## src/rtl/count_pwm_gen.sv

```systemverilog
// -----------------------------------------------------------------------------
// count_pwm_gen
//
// Purpose:
//   Consumes the value of a free-running counter and generates a glitch-free
//   PWM output. The duty value is double-buffered: a new value is accepted into
//   a shadow register through a valid/ready handshake. It becomes the active
//   duty only at a period boundary. A run/drain state machine makes the output
//   start and stop only on whole periods.
//
// Optional feature (compile-time macro DEADTIME_EN):
//   When defined, pwm_out and the complementary output pwm_n_out each rise only
//   after the compare result has been stable for DEAD cycles, which creates a
//   dead band between the two outputs. When undefined, pwm_n_out is tied low
//   and DEAD has no effect.
//
// Ports:
//   clk          in   Clock, rising edge.
//   rst_n        in   Asynchronous active-low reset.
//   ena          in   Clock enable; 0 holds all state and outputs.
//   count_in     in   Counter value from the upstream counter (WIDTH bits).
//   enable_in    in   Run request, level-sensitive.
//   duty_in      in   New duty value (WIDTH bits).
//   duty_valid   in   duty_in is valid.
//   duty_ready   out  Shadow register can accept a value (combinational).
//   pwm_out      out  Registered PWM output.
//   pwm_n_out    out  Complementary dead-band output (DEADTIME_EN only, else 0).
//   period_tick  out  One-cycle pulse after each boundary while RUN or DRAIN.
//   busy         out  State machine is not IDLE (registered).
//   state_dbg    out  Current FSM state, for observation only.
// -----------------------------------------------------------------------------
module count_pwm_gen #(
    parameter int WIDTH = 8,
    parameter int DEAD  = 2
) (
    input  logic             clk,
    input  logic             rst_n,
    input  logic             ena,
    input  logic [WIDTH-1:0] count_in,
    input  logic             enable_in,
    input  logic [WIDTH-1:0] duty_in,
    input  logic             duty_valid,
    output logic             duty_ready,
    output logic             pwm_out,
    output logic             pwm_n_out,
    output logic             period_tick,
    output logic             busy,
    output logic [1:0]       state_dbg
);

    typedef enum logic [1:0] {
        IDLE      = 2'd0,
        WAIT_SYNC = 2'd1,
        RUN       = 2'd2,
        DRAIN     = 2'd3
    } state_t;

    state_t           state;
    state_t           nxt;
    logic [WIDTH-1:0] active_duty;
    logic [WIDTH-1:0] shadow;
    logic             pending;
    logic             pwm_q;
    logic             tick_q;
    logic             busy_q;

    logic             boundary;
    logic             accept;
    logic             run_next;
    logic [WIDTH-1:0] eff_duty;
    logic             raw;

    // A negative dead band has no meaning; this empty block only exists when
    // the parameter is out of range, which makes the misuse easy to spot.
    if (DEAD < 0) begin : g_dead_out_of_range
    end

    // A boundary is any enabled cycle that sees count zero. Wrap-around is not
    // inferred from the previous count.
    assign boundary = ena && (count_in == '0);

    // Duty handshake: a transfer happens in any cycle where duty_valid and
    // duty_ready are both 1. duty_ready depends only on ena and pending, never
    // on duty_valid. The producer must hold duty_in while duty_valid is high
    // and duty_ready is low. While a value is pending, duty_valid is ignored
    // and nothing is captured.
    assign duty_ready = ena && !pending;
    assign accept     = duty_valid && duty_ready;

    always_comb begin
        nxt = state;
        unique case (state)
            IDLE:      if (enable_in) nxt = WAIT_SYNC;
            WAIT_SYNC: begin
                if (!enable_in)    nxt = IDLE;
                else if (boundary) nxt = RUN;
            end
            RUN:       if (!enable_in) nxt = DRAIN;
            DRAIN:     if (boundary) nxt = enable_in ? RUN : IDLE;
            default:   nxt = IDLE;
        endcase
    end

    // The compare uses the post-transition state. The first period then
    // includes its boundary cycle, and a drain that ends at a boundary does not
    // leak a pulse into the next period.
    assign run_next = (nxt == RUN) || (nxt == DRAIN);

    // A duty value applied at this boundary already governs this boundary's
    // compare, so a new period uses one duty value from count zero onward.
    assign eff_duty = (boundary && pending) ? shadow : active_duty;
    assign raw      = run_next && (count_in < eff_duty);

`ifdef DEADTIME_EN
    localparam int             CW     = $clog2(DEAD + 2);
    localparam logic [CW-1:0]  DEAD_C = CW'(DEAD);

    // Length of the current run of raw high or raw low, saturating at DEAD.
    logic [CW-1:0] hi_len;
    logic [CW-1:0] lo_len;
    logic          pwm_n_q;
`endif

    always_ff @(posedge clk or negedge rst_n) begin
        if (!rst_n) begin
            state       <= IDLE;
            active_duty <= '0;
            shadow      <= '0;
            pending     <= 1'b0;
            pwm_q       <= 1'b0;
            tick_q      <= 1'b0;
            busy_q      <= 1'b0;
`ifdef DEADTIME_EN
            hi_len      <= '0;
            lo_len      <= '0;
            pwm_n_q     <= 1'b0;
`endif
        end else if (ena) begin
            state <= nxt;

            if (boundary && pending) begin
                active_duty <= shadow;
                pending     <= 1'b0;
            end
            // accept requires pending==0, so it never collides with the
            // boundary update above. An accept in a boundary cycle waits for
            // the next boundary.
            if (accept) begin
                shadow  <= duty_in;
                pending <= 1'b1;
            end

            tick_q <= boundary && run_next;
            busy_q <= (nxt != IDLE);

`ifdef DEADTIME_EN
            // Each output rises only once raw has held its level for DEAD
            // cycles. It falls with raw, so the two outputs are never high
            // together and short levels are dropped.
            pwm_q   <= raw && (hi_len >= DEAD_C);
            pwm_n_q <= !raw && run_next && (lo_len >= DEAD_C);
            if (raw) begin
                lo_len <= '0;
                if (hi_len < DEAD_C) hi_len <= hi_len + CW'(1);
            end else begin
                hi_len <= '0;
                if (lo_len < DEAD_C) lo_len <= lo_len + CW'(1);
            end
`else
            pwm_q <= raw;
`endif
        end
    end

    assign pwm_out     = pwm_q;
    assign period_tick = tick_q;
    assign busy        = busy_q;
    assign state_dbg   = state;

`ifdef DEADTIME_EN
    assign pwm_n_out = pwm_n_q;
`else
    assign pwm_n_out = 1'b0;
`endif

endmodule
```

## config.mk

```make
export PLATFORM = sky130hd
export DESIGN_NAME = count_pwm_gen
export DESIGN_NICKNAME = d
export VERILOG_FILES = /design/src/rtl/count_pwm_gen.sv
export SDC_FILE = /design/constraint.sdc
export NUM_CORES = 1
export LEC_CHECK = 0
export ABC_AREA = 1
export BUFFER_PORTS_ARGS = -buffer_cell sky130_fd_sc_hd__buf_2
export CORE_UTILIZATION = 51
export DETAILED_ROUTE_END_ITERATION = 12
export GPL_TIMING_DRIVEN = 0
export HOLD_SLACK_MARGIN = 0.05
export PLACE_DENSITY = 0.82
export SLEW_MARGIN = 25
export SYNTH_ARGS = -nofsm -noshare
export SYNTH_HDL_FRONTEND = slang
export SYNTH_SLANG_ARGS = --single-unit
```

## constraint.sdc

```tcl
create_clock -name clk -period 2.2 [get_ports clk]
set_clock_uncertainty 0.1 [all_clocks]
set_input_delay 0.33 -clock clk [delete_from_list [all_inputs] [get_ports clk]]
set_output_delay 0.33 -clock clk [all_outputs]
set_load 0.02 [all_outputs]
```

==> flow_summary_export.csv <==
group,metric,value,unit
run_status,outcome,"completed",
route,wl,1966,um
power_and_ir_drop,p_switching,260.4,uW
layout,area_growth,18.54,%
critical_path,path_max_fanout,10,
run,cap_violations,0,
cts,cts_max_level,1,
critical_path,timing.rr.end,"pwm_out$_DFFE_PN0P_",
route,drtAntennaViolNets,0,
layout,fin_area,1344,sq um
critical_path,cp_slowest_stage_delay,0.43,ns
sta,rsz0062_at_grt,"no",
critical_path,cp-end-kind,"flip-flop",
global_routing,grt_start_max_net_pins,23,
critical_path,path_cells,"nand3_1, inv_2, o21ai_0, inv_1, ha_1, a21oi_1, o21ai_0, nor2_2, nand2_1, nand2_1",
hold_path,hold_end,"shadow[2]$_DFFE_PN0P_",
critical_path,reg2reg_from,"pending$_DFFE_PN0P_",
cts,cts_max_path_buffers,2,
cts,hold_buffers,1,
critical_path,reg2reg_setup_slack,0.24,ns
logic_synthesis,netlist_instances,126,
power_and_ir_drop,p_leak,0.0007420,uW
cts,cts-resized-gates,0,
route,vias_per_cell,4.777,
route,drt_iter0_drc,9,
placement,io_buffers,26,
logic_synthesis,synth_cell_types,22,
floorplanning,die_area,2415,sq um
hold_path,hp-class,"in -> reg",
cts,post-cts-setup-buffers,0,
global_routing,grt_pass1_vias,878,
critical_path,reg2reg_depth,10,
power_and_ir_drop,power_frac_clock,23.2,%
power_and_ir_drop,irDropWorstVdd,509.3,uV
logic_synthesis,synth_area,1134,sq um
power_and_ir_drop,powerDensity,714.4,nW/um^2
logic_synthesis,syn_nets,154,
layout,fill_cells,178,
cts,clk_latency,0.31,ns
hold_path,min_from,"duty_in[2]",
power_and_ir_drop,intPower,699.6,uW
logic_synthesis,ys_seq_elements,22,
logic_synthesis,synth_seq_area_share,48.57,%
placement,hpwlAfterDp,1511,um
global_routing,track_usage,19.30,%
logic_synthesis,yosysWarnings,0,
layout,stdcell_count,184,
layout,utilization,66.46,%
floorplanning,rows,16,
power_and_ir_drop,swShare,27.13,%
critical_path,crit_buf_inv,2,
critical_path,cpMaxStageDelayCell,"dfrtp_1",
placement,placed_cells,179,
route,drt_pass1_iterations,4,
route,post-route-drc-count,0,
placement,place_area,1297,sq um
hold_path,min_path_cells,2,
layout,final_nets,186,
power_and_ir_drop,finalPower,960.0,uW
global_routing,grt_pass1_wl,3539,um
logic_synthesis,avgSynthCellArea,8.997,sq um
cts,cts_root_buf,"clkbuf_4",
layout,final_cell_mix,"buf_2 (26), nand2_1 (25), dfrtp_1 (22)",
placement,gp_congestion,0.7764,
sta,drv_slew,0,
critical_path,arrival,2.08,ns
power_and_ir_drop,pwr-share-seq,56.0,%
sta,finalCriticalPeriod,1.964,ns
sta,finalHoldViolations,0,
floorplanning,die_h,49.15,um
layout,drive_above_1_share,31.21,%
critical_path,crit_type,"reg -> reg",
cts,numCtsBuffers,3,
critical_path,required,2.31,ns
critical_path,critPathLaunchType,"flip-flop",
floorplanning,io-pin-count,28,
cts,tritoncts,"done",
floorplanning,start_util,56.06,%
cts,cts_sinks,22,
global_routing,antenna_found_initial,0,
critical_path,cpLargestDelayFamily,"compound AO/OA/AOI/OAI gates",
global_routing,grt_overflow,0,
sta,min_period_over_period,89.28,%
route,wl_per_cell,10.68,um
floorplanning,core_area,2022,sq um
sta,setup-violations-final,0,
route,vias,879,
floorplanning,die_w,49.15,um
cts,clkTransAtPathRegs,0.12,ns
sta,max_freq,509.1,MHz
layout,insertedDiodeCount,0,
power_and_ir_drop,combPwrFrac,20.7,%
layout,mostFrequentLayoutCell,"buf_2",
synthesized netlist by cell type, drive strengths merged:
master   number  area, sq um
nand2        26        100.1
dfrtp        22        550.5
inv          22        82.58
nor2         13        68.81
o21ai        11        58.80
ha            7        87.58
mux2          7        78.83
nand3         6        35.03
a21oi         4        20.02
or2           4        25.03
and2          1        6.260
buf           1        7.510
conb          1        3.750
o2111ai       1        8.760
power by group through the flow:
stage	Combinational (uW)	Clock, uW	Sequential [uW]
2_1_floorplan	133	0	542
3_3_place_gp	191	0	542
3_5_place_dp	200	0	548
4_1_cts	203	231	539
5_1_grt	226	238	555
6_report	199	223	538
worst max path at each step:
| stage | from | end | depth (start not counted) |
|---|---|---|---|
| final | pending$_DFFE_PN0P_ | pwm_out$_DFFE_PN0P_ | 10 |
| after CTS | pending$_DFFE_PN0P_ | pwm_out$_DFFE_PN0P_ | 10 |
| after detailed placement | count_in[7] | pwm_out$_DFFE_PN0P_ | 15 |
| after floorplan | count_in[7] | pwm_out$_DFFE_PN0P_ | 12 |
| after global placement | count_in[7] | pwm_out$_DFFE_PN0P_ | 13 |
| after global routing | pending$_DFFE_PN0P_ | pwm_out$_DFFE_PN0P_ | 11 |
worst reg2reg max path, cell delays in order (launching register included):
cell and delay [ns]:
dfrtp_1 0.43, nand3_1 0.21, inv_2 0.13, o21ai_0 0.23, inv_1 0.07, ha_1 0.29
a21oi_1 0.06, o21ai_0 0.18, nor2_2 0.06, nand2_1 0.07, nand2_1 0.05
routing by layer:
metal / track usage (%) / vias to the layer above / part of all wire, %
li1: - / 461 / -
met1: 23.41 / 391 / 45
met2: 33.79 / 23 / 48
met3: 4.361 / 4 / 5.3
met4: 5.882 / 0 / 1.6
met5: 0 / - / 0
area by class of cell:
cell class	instances	area, sq um	area share [%]
clock buffer	4	36.28	2.700
tap	27	33.78	2.514
sequential	22	550.5	40.97
timing repair buffer	27	140.1	10.43
multi-input combinational	81	493.0	36.69
buffer	1	7.507	0.5587
inverter	22	82.58	6.145
cell families after synthesis:
| logic type | synth area share (%) |
|---|---|
| and+or+nand+nor | 20.75 |
| buffers and inverters | 7.947 |
| DFF | 48.57 |
| AOI/OAI and AO/OA | 7.726 |
| muxes | 6.954 |
| adders and majority gates | 7.726 |
| other | 0.3308 |
state kept, by name (all words and copies together) (netlist names):
register,count
state_dbg,2
shadow,8
pwm_out,1
active_duty,8
busy,1
period_tick,1
pending,1
per-stage QoR:
step	setup WS (ns)	TNS [ns]	hold WS [ns]
final	0.2359	0	0.1415
after global routing	0.04577	0	0.1434
after CTS	0.2244	0	0.1349
after detailed placement	-0.06633	-0.06633	0.2190
after global placement	-0.06433	-0.06433	0.2106
after floorplan	0.2863	0	-0.06559
(Power assumes the default switching activity.)
